File: src/rtl/hazard_scoreboard.sv
// Per-register pending-write scoreboard between decode and dispatch: stalls readers of
// registers with outstanding long-latency writes. Optional counters via HAZARD_STATS_EN.
module hazard_scoreboard #(
  parameter int NUM_REGS    = 32,
  parameter int ADDR_W      = 5,
  parameter int NUM_SRC     = 3,
  parameter int MAX_PENDING = 3,
  parameter bit WB_BYPASS   = 1'b1,
  parameter int TIMEOUT     = 256
) (
  input  logic                      clk,
  input  logic                      rst,
  input  logic [NUM_SRC*ADDR_W-1:0] id_src_addr,
  input  logic [NUM_SRC-1:0]        id_src_used,
  input  logic                      id_issue_valid,
  input  logic                      id_issue_long,
  input  logic [ADDR_W-1:0]         id_rd_addr,
  input  logic                      wb_valid,
  input  logic [ADDR_W-1:0]         wb_rd_addr,
  output logic                      stall_pipeline,
  output logic [NUM_REGS-1:0]       pending_mask,
  output logic                      busy,
  output logic                      err_underflow,
  output logic                      deadlock
`ifdef HAZARD_STATS_EN
  ,
  output logic [31:0]               stat_stall_cycles,
  output logic [31:0]               stat_full_stalls
`endif
);

  localparam int CNT_W = $clog2(MAX_PENDING + 1);

  logic [CNT_W-1:0]    cnt [NUM_REGS];
  logic [NUM_SRC-1:0]  src_hit;
  logic [CNT_W-1:0]    rd_cnt, wb_cnt;
  logic                issue_req, full_hit, inc, dec, underflow;
  logic [NUM_REGS-1:0] inc_vec, dec_vec;

  // Register 0 and out-of-range addresses are never tracked.
  function automatic logic tracked(input logic [ADDR_W-1:0] a);
    return (a != '0) && (int'(a) < NUM_REGS);
  endfunction

  function automatic logic [CNT_W-1:0] cnt_of(input logic [ADDR_W-1:0] a);
    logic [CNT_W-1:0] c;
    c = '0;
    for (int r = 1; r < NUM_REGS; r++)
      if (a == ADDR_W'(r)) c = cnt[r];
    return c;
  endfunction

  for (genvar gi = 0; gi < NUM_SRC; gi++) begin : g_src
    logic [ADDR_W-1:0] addr;
    logic [CNT_W-1:0]  c;
    logic              bypass;
    assign addr   = id_src_addr[gi*ADDR_W +: ADDR_W];
    assign c      = cnt_of(addr);
    assign bypass = WB_BYPASS && wb_valid && (wb_rd_addr == addr) && (c == CNT_W'(1));
    assign src_hit[gi] = id_src_used[gi] && tracked(addr) && (c != '0) && !bypass;
  end

  always_comb begin
    rd_cnt    = cnt_of(id_rd_addr);
    wb_cnt    = cnt_of(wb_rd_addr);
    issue_req = id_issue_valid && id_issue_long && tracked(id_rd_addr);
    // A same-cycle retire to the full register does not open a slot until the next edge.
    full_hit  = issue_req && (rd_cnt == CNT_W'(MAX_PENDING));
    stall_pipeline = !rst && ((|src_hit) || full_hit);
    inc       = issue_req && !stall_pipeline;
    dec       = wb_valid && tracked(wb_rd_addr) && (wb_cnt != '0);
    underflow = wb_valid && tracked(wb_rd_addr) && (wb_cnt == '0);
    inc_vec   = '0;
    dec_vec   = '0;
    for (int r = 1; r < NUM_REGS; r++) begin
      inc_vec[r] = inc && (id_rd_addr == ADDR_W'(r));
      dec_vec[r] = dec && (wb_rd_addr == ADDR_W'(r));
    end
  end

  always_ff @(posedge clk) begin
    if (rst) begin
      for (int r = 0; r < NUM_REGS; r++) cnt[r] <= '0;
      err_underflow <= 1'b0;
    end else begin
      for (int r = 0; r < NUM_REGS; r++) begin
        if (inc_vec[r] && !dec_vec[r])      cnt[r] <= cnt[r] + CNT_W'(1);
        else if (dec_vec[r] && !inc_vec[r]) cnt[r] <= cnt[r] - CNT_W'(1);
      end
      if (underflow) err_underflow <= 1'b1;
    end
  end

  always_comb begin
    pending_mask = '0;
    for (int r = 0; r < NUM_REGS; r++) pending_mask[r] = (cnt[r] != '0);
    busy = |pending_mask;
  end

  if (TIMEOUT > 0) begin : g_wd
    localparam int TW = (TIMEOUT > 1) ? $clog2(TIMEOUT) : 1;
    logic [TW-1:0] stall_cnt;
    // Counter parks at TIMEOUT-1; the sticky flag carries the information from there.
    always_ff @(posedge clk) begin
      if (rst) begin
        stall_cnt <= '0;
        deadlock  <= 1'b0;
      end else if (stall_pipeline) begin
        if (stall_cnt == TW'(TIMEOUT - 1)) deadlock <= 1'b1;
        else                               stall_cnt <= stall_cnt + TW'(1);
      end else begin
        stall_cnt <= '0;
      end
    end
  end else begin : g_no_wd
    assign deadlock = 1'b0;
  end

`ifdef HAZARD_STATS_EN
  always_ff @(posedge clk) begin
    if (rst) begin
      stat_stall_cycles <= '0;
      stat_full_stalls  <= '0;
    end else begin
      if (stall_pipeline) stat_stall_cycles <= stat_stall_cycles + 32'd1;
      if (full_hit)       stat_full_stalls  <= stat_full_stalls + 32'd1;
    end
  end
`endif

endmodule

File: config.mk
export PLATFORM = sky130hd
export DESIGN_NAME = hazard_scoreboard
export DESIGN_NICKNAME = d
export VERILOG_FILES = /design/src/rtl/hazard_scoreboard.sv
export SDC_FILE = /design/constraint.sdc
export NUM_CORES = 1
export LEC_CHECK = 0
export ABC_AREA = 1
export BUFFER_PORTS_ARGS = -buffer_cell sky130_fd_sc_hd__buf_2
export CAP_MARGIN = 20
export CORE_ASPECT_RATIO = 0.9
export CORE_MARGIN = 10
export CORE_UTILIZATION = 45
export CTS_CLUSTER_SIZE = 20
export DETAILED_ROUTE_END_ITERATION = 7
export HOLD_SLACK_MARGIN = 0.05
export MAX_ROUTING_LAYER = met4
export SETUP_SLACK_MARGIN = 0.02
export SYNTH_ARGS = -nofsm -noshare
export SYNTH_HDL_FRONTEND = slang
export SYNTH_SLANG_ARGS = --single-unit
File: constraint.sdc
create_clock -name clk -period 2.9 [get_ports clk]
set_input_delay 0.145 -clock clk [delete_from_list [all_inputs] [get_ports clk]]
set_output_delay 0.145 -clock clk [all_outputs]
set_load 0.02 [all_outputs]
==> impl_metrics.csv, run 1 <==
group,metric,value,unit
floorplanning,fp.dieArea,0.0261,mm²
placed_design,postPlaceCellArea,0.0121,mm²
placed_design,place.detailed.hpwl,35900,µm
timing,measured_slew_at_the_worst_slew_check_pin,1.15,ns
drt,via_per_inst,5.56,
flow_run,max_cap_viol_count,0,
critical_path,rrSetupSlack,-0.86,ns
layout,final_cells,2312,
synth,main_combinational_cell_family_by_area_after_synthesis,"simple AND/OR/NAND/NOR gates",
placed_design,place.gp.congestion,1.07,
synth,average_cell_area_after_synthesis,5.43,µm²
synth,synth_compound_gate_area_share,0.0931,
floorplanning,floorplan.io_pins,69,
critical_path,timing.critical_path.required,2.99,ns
clock_network,tritoncts,"done",
synth,ys_warn_count,0,
timing,report.final.hold_viol_count,0,
drt,drt_pass1_iterations,6,
floorplanning,die_h,154,µm
critical_path,critPathTopFamily,"simple AND/OR/NAND/NOR gates",
clock_network,htreeDepth,3,
worst_hold_path,hp-class,"in2reg",
power_and_ir_drop,power-per-cell-area,300,mW/mm²
critical_path,path_common_cell,"nand2_1",
timing,setup_ws,-0.855,ns
floorplanning,fp-row-count,49,
synth,ys_dominant_reg_cell,"edfxtp_1",
worst_hold_path,min_path_cells,4,
global_routing,grt_max_degree,68,
synth,async_reset_ff_frac,0,
timing,grt_setup_unrepaired,"true",
synth,post_synth_mux_area_share,0,
power_and_ir_drop,power.static_leakage,6.57,nW
synth,synth.distinct_cells,43,
critical_path,cp_slowest_stage_delay,0.45,ns
critical_path,worstSetupEndpointType,"flop",
worst_hold_path,worst_hold_end,"cnt[1][17]",
critical_path,critical_path_peak_fanout,19,
critical_path,critical_path_class,"reg2reg",
critical_path,startpoint_type_of_the_worst_setup_path,"flop",
timing,fmaxAchievable,266,MHz
timing,final_setup_vio_count,120,
timing,clock_skew,0.00826,ns
floorplanning,start_util,0.455,
clock_network,cts.clk_slew.worst_paths,0.06,ns
placed_design,port_buffers,67,
global_routing,grt_first_pass_wirelength,65600,µm
status,outcome,"finished with violations",
layout,finalCoreUtilization,0.670,
synth,synthesis.area,0.00901,mm²
drt,antenna_left,0,
layout,final_net_count,2087,
critical_path,critPathSlowestCell,"edfxtp_1",
synth,synth_seq_area_share,0.229,
clock_network,cts_sinks,72,
power_and_ir_drop,total_power,3.98,mW
synth,synth_simple_gate_area_frac,0.527,
placed_design,placedCellCount,2276,
drt,postRouteWirelength,44300,µm
global_routing,grtUsageTotal,0.331,
clock_network,worst_skew_pair.late_latency,0.35,ns
drt,drt_initial_violations,1574,
layout,area.growth.synth_to_final,47.3,%
timing,period_needed,3.76,ns
timing,slew-limit-headroom,0.235,
critical_path,path_depth_of_the_worst_reg2reg_path,28,
status,failed_checks,"negative setup slack",
synth,synthCells,1660,
floorplanning,design.core.area,0.0198,mm²
clock_network,clockBufferDepth,2,
synth,yosys.area_share.adder,0.00278,
drt,drt-wirelength-per-cell,19.2,µm
global_routing,grt_remaining_overflow,0,
drt,via_count,12900,
synth,synth_enable_flop_cells,62,
drt,drt_drc_violations_left,0,
global_routing,first_global_vias,12000,
layout,design_area,0.0133,mm²
global_routing,antenna_found_initial,0,
critical_path,worst_r2r_endpoint,"cnt[0][22]",
synth,synth-seq-cells,72,
clock_network,cts.root.buffer_cell,"clkbuf_16",
worst_hold_path,launch_point_of_the_worst_hold_path,"rst",
timing,period_share,1.29,
layout,antenna-diode-count,0,
synth,synthXorXnorAreaFrac,0.0126,
critical_path,timing.critical_path.buf_inv,2,
power_and_ir_drop,worst_ir_drop_vdd,0.000282,V
timing,slew_violations,0,
clock_network,cts_made_buffers,9,
synth,synth.net_count,1695,
critical_path,critical_path_arrival,3.85,ns
floorplanning,die-width,169,µm
critical_path,ff_to_ff_start,"cnt[0][5]",
layout,layout-drive-gt1-share,0.289,
[layer usage]
layer / GRT usage / vias up / wire (µm)
met1: 0.409 / 5873 / 17400
met3: 0.0674 / 117 / 5130
met5: - / - / 0
met4: 0.126 / 0 / 1730
li1: - / 6146 / -
met2: 0.522 / 727 / 20000
[how the worst max path moves through the flow]
stage / from / to / slack (ns) / cells past startpoint
after floorplan: id_src_addr[7] / cnt[0][6] / 0.02 / 35
after global placement: id_src_addr[5] / cnt[0][23] / -0.90 / 36
after CTS: cnt[0][3] / cnt[0][21] / -0.73 / 29
after detailed placement: wb_rd_addr[2] / cnt[1][25] / -0.87 / 24
final: cnt[0][5] / cnt[0][22] / -0.86 / 28
after global routing: cnt[0][3] / cnt[0][20] / -1.10 / 29
[where the power goes]
part	internal (mW)	switching (mW)	total (mW)
registers	1.19	0.102	1.29
logic	0.557	0.891	1.45
clock network	0.730	0.512	1.24
[worst reg2reg max path: cells and delay by family (launching register included)]
family / cells / cell delay (ns)
and+or+nand+nor: 26 / 2.70
DFF: 1 / 0.45
buffers and inverters: 2 / 0.35
[cell usage in the layout (no fill, tap or decap), drive strengths merged]
cell	netlist	routed
nor3b	1	1
inv	254	259
o2111ai	1	1
o21ai	48	48
xor2	12	12
xnor2	1	1
o22ai	6	6
a221oi	6	6
a31o	1	1
edfxtp	62	62
nand3	161	161
a21oi	73	73
or3	1	1
nor4	12	12
nand2	556	556
clkbuf	32	10
a211oi	1	1
nor3	47	47
buf	27	440
ha	2	2
a21o	1	1
dfxtp	10	10
conb	1	1
a31oi	12	12
a41oi	1	1
nor2	252	252
or2	5	5
nand4	72	72
o21bai	2	2
bufinv	0	1
[registers in the layout, indices dropped and copies added, names as in the netlist]
signal,flops
cnt,62
deadlock,1
err_underflow,1
g_wd.stall_cnt,8
[kinds of logic after synthesis]
group | after synthesis
compound gates | 152
xor+xnor | 13
fa+ha+maj | 2
buf+inv | 313
flops | 72
other cells | 1
simple gates | 1107
[repair_timing]
item | in CTS | in global routing
endpoints found under the setup margin | 121 | 121
setup buffers | 18 | 4
hold buffers | 0 | 0
gates resized for setup | 99 | 54
gates cloned | 2 | 0
pin swaps | 25 | 31
[final cells by class]
type,instances,area (µm²)
fillers,1880,6540
multi-input cells,1275,6310
well taps,255,319
repair buffers,440,3300
flip-flops and latches,72,2060
inverters,254,953
clock inverters,6,68.8
clock buffers,10,250
[Yosys cell counts, types with 13 or more instances]
cell | count | area [µm²]
nand2_1 | 554 | 2080
inv_1 | 240 | 901
nor2_1 | 231 | 867
nand3_1 | 160 | 801
a21oi_1 | 72 | 360
nand4_1 | 71 | 444
edfxtp_1 | 62 | 1860
nor3_1 | 46 | 230
o21ai_0 | 35 | 175
clkbuf_1 | 31 | 116
nor2_2 | 19 | 119
inv_2 | 14 | 52.6
o21ai_1 | 13 | 65.1
[metrics by stage]
step | hold slack, ns | setup WS (ns) | setup TNS [ns]
5_1_grt | 0.354 | -1.10 | -114.21
3_3_place_gp | 0.455 | -0.896 | -89.70
6_report | 0.321 | -0.855 | -86.03
2_1_floorplan | 0.405 | 0.0207 | 0
3_5_place_dp | 0.480 | -0.874 | -87.42
4_1_cts | 0.310 | -0.729 | -71.56
No activity file was read; power rests on OpenSTA's default activity.
==> run 2, diff against run 1 <==
--- a/config.mk
+++ b/config.mk
@@ -9,7 +9,7 @@
 export BUFFER_PORTS_ARGS = -buffer_cell sky130_fd_sc_hd__buf_2
 export CAP_MARGIN = 20
 export CORE_ASPECT_RATIO = 0.9
-export CORE_MARGIN = 10
+export CORE_MARGIN = 4
 export CORE_UTILIZATION = 45
 export CTS_CLUSTER_SIZE = 20
 export DETAILED_ROUTE_END_ITERATION = 7
==> run 2 against run 1 <==
- the run still ends with negative setup slack left
- hold slack better by 0.072 ns
- cell area is 1.5% higher
- combinational power is 3% higher
- clock power is 7% lower
- routed wire length is 1.8% lower
- cell count is 0.48% higher
- first-iteration DRC count is 7.8% lower
- sequential power hardly changed
- non-clock buffer count is 16 higher
- via count is 0.40% higher
- global-route usage is 5.8 points higher
- highest routed layer unchanged
==> impl_metrics.csv, run 2 (same netlist as run 1, synthesis figures left out) <==
group,metric,value,unit
status,outcome,"finished with violations",
status,failed_checks,"negative setup slack",
layout,layout_commonest_cell,"nand2_1",
layout,top_library_cells_by_usage_in_the_layout_fill_and_taps_aside,"nand2_1, buf_4, inv_1, nor2_1, nand3_1",
timing,period_needed,3.57,ns
clock_network,cts_made_buffers,9,
drt,drt_drc_violations_left,0,
timing,period_share,1.23,
global_routing,first_global_vias,11800,
power_and_ir_drop,p_sw_frac,0.394,
power_and_ir_drop,worst_ir_drop_vdd,0.000272,V
floorplanning,start_util,0.464,
clock_network,tritoncts,"done",
clock_network,worst_skew_pair.late_latency,0.35,ns
power_and_ir_drop,power.static_leakage,6.62,nW
clock_network,cts.clk_slew.worst_paths,0.07,ns
critical_path,cp_slowest_stage_delay,0.49,ns
critical_path,critical_path_peak_fanout,5,
global_routing,grt_first_pass_wirelength,64600,µm
power_and_ir_drop,power.share.combinational,0.382,
layout,max_flop_register,"cnt",
global_routing,antenna_found_initial,0,
drt,drt_pass1_iterations,6,
power_and_ir_drop,seq_power_share,0.324,
power_and_ir_drop,power-per-cell-area,292,mW/mm²
placed_design,place.gp.congestion,1.06,
critical_path,path_common_cell,"nand2_1",
power_and_ir_drop,internal_power,2.38,mW
drt,via_count,12900,
layout,design_area,0.0135,mm²
timing,report.final.hold_viol_count,0,
timing,final_setup_vio_count,120,
drt,wirelength_met1,16900,µm
drt,drt_initial_violations,1452,
floorplanning,design.core.area,0.0194,mm²
global_routing,grt_remaining_overflow,0,
critical_path,timing.critical_path.required,2.99,ns
layout,area.growth.synth_to_final,49.5,%
floorplanning,floorplan.io_pins,69,
critical_path,startpoint_type_of_the_worst_setup_path,"flop",
timing,clock_skew,0.0119,ns
timing,slew-limit-headroom,0.572,
power_and_ir_drop,power.clock.fraction,0.293,
layout,largest_register_ffs,62,
floorplanning,die-width,157,µm
drt,met2WireLength,18900,µm
global_routing,grt_max_degree,46,
layout,final_net_count,2103,
layout,filler_cell_count,1758,
timing,fmaxAchievable,280,MHz
critical_path,critPathSlowestCell,"edfxtp_1",
clock_network,clockBufferDepth,2,
floorplanning,fp-row-count,48,
timing,slew_violations,0,
drt,drt-wirelength-per-cell,18.7,µm
power_and_ir_drop,switchingPower,1.55,mW
drt,topRoutingLayerUsed,"met4",
clock_network,cts_sinks,72,
timing,grt_setup_unrepaired,"true",
placed_design,port_buffers,67,
timing,setup_ws,-0.670,ns
drt,antenna_left,0,
layout,layout-drive-gt1-share,0.309,
drt,postRouteWirelength,43500,µm
drt,met3RoutedLength,5520,µm
critical_path,critical_path_class,"reg2reg",
placed_design,place.detailed.hpwl,35000,µm
layout,antenna-diode-count,0,
clock_network,htreeDepth,3,
clock_network,cts.root.buffer_cell,"clkbuf_16",
floorplanning,die_h,142,µm
critical_path,worstSetupEndpointType,"flop",
global_routing,grtUsageTotal,0.389,
critical_path,critical_path_arrival,3.66,ns
worst_hold_path,hp-class,"in2reg",
timing,fin_setup_tns,-67.76,ns
flow_run,max_cap_viol_count,0,
placed_design,postPlaceCellArea,0.0123,mm²
timing,measured_slew_at_the_worst_slew_check_pin,0.637,ns
floorplanning,fp.dieArea,0.0223,mm²
power_and_ir_drop,total_power,3.93,mW
timing,finalHoldWorstSlack,0.394,ns
drt,via_per_inst,5.56,
layout,top_regs,"cnt x62, g_wd.stall_cnt x8",
-- run 2: cell types whose count changed in the layout (fill, tap and decap cells not counted), moves of 6 or more --
| cell | change |
|---|---|
| nand3_2 | +13 |
| nand2_1 | -21 |
| a21oi_2 | -6 |
| nand2_2 | +22 |
| nand3_1 | -15 |
| buf_4 | +21 |
-- run 2: what timing repair did --
| item | CTS | global route |
|---|---|---|
| setup buffers | 9 | 3 |
| pin swaps | 17 | 14 |
| gates resized for setup | 114 | 75 |
| hold buffers | 0 | 0 |
| endpoints found under the setup margin | 121 | 121 |
| cloned | 1 | 0 |
| endpoints found under the hold margin | 0 | 0 |
-- run 2: critical path: cells and delay by family, from the launching register on --
family,cells,cell delay [ns]
flip-flops,1,0.49
AND/OR/NAND/NOR,23,1.92
buffers and inverters,3,0.51
AO/OA/AOI/OAI,3,0.41
-- run 2: area by class of cell --
class                   count  area, µm²  area share
inverters                 254        953      0.0708
repair buffers            456       3380       0.251
clock buffers               9        225      0.0167
multi-input cells        1275       6460       0.480
well taps                 250        313      0.0232
clock inverters             7       68.8     0.00511
flip-flops and latches     72       2060       0.153
-- run 2: stage by stage --
step                instances  utilization  setup WS [ns]
floorplan                1660            -         0.0207
global route             2323        0.694          -1.00
finish                   2323        0.694         -0.670
global placement         2294        0.632         -0.811
detailed placement       2294        0.632         -0.806
CTS                      2320        0.675         -0.625
-- run 2: per-layer routing --
metal / global-route usage / vias to the layer above
met2: 0.593 / 785
li1: - / 6168
met1: 0.500 / 5841
met3: 0.0894 / 120
met4: 0.157 / 0
met5: - / -
-- run 2: worst paths after layout --
path	start	to	slack (ns)	cells past startpoint
worst max-delay path	cnt[0][5]	cnt[1][13]	-0.67	29
worst min-delay path	rst	err_underflow	0.39	3
worst max register to register	cnt[0][5]	cnt[1][13]	-0.67	29
worst min register to register	g_wd.stall_cnt[4]	g_wd.stall_cnt[4]	0.51	2
-- run 2: power by group through the flow --
stage	Combinational (mW)	Clock (mW)	Sequential, mW
3_5_place_dp	1.30	0	1.29
6_report	1.50	1.15	1.28
4_1_cts	1.40	1.14	1.27
5_1_grt	1.60	1.19	1.28
2_1_floorplan	0.656	0	1.26
3_3_place_gp	1.29	0	1.29
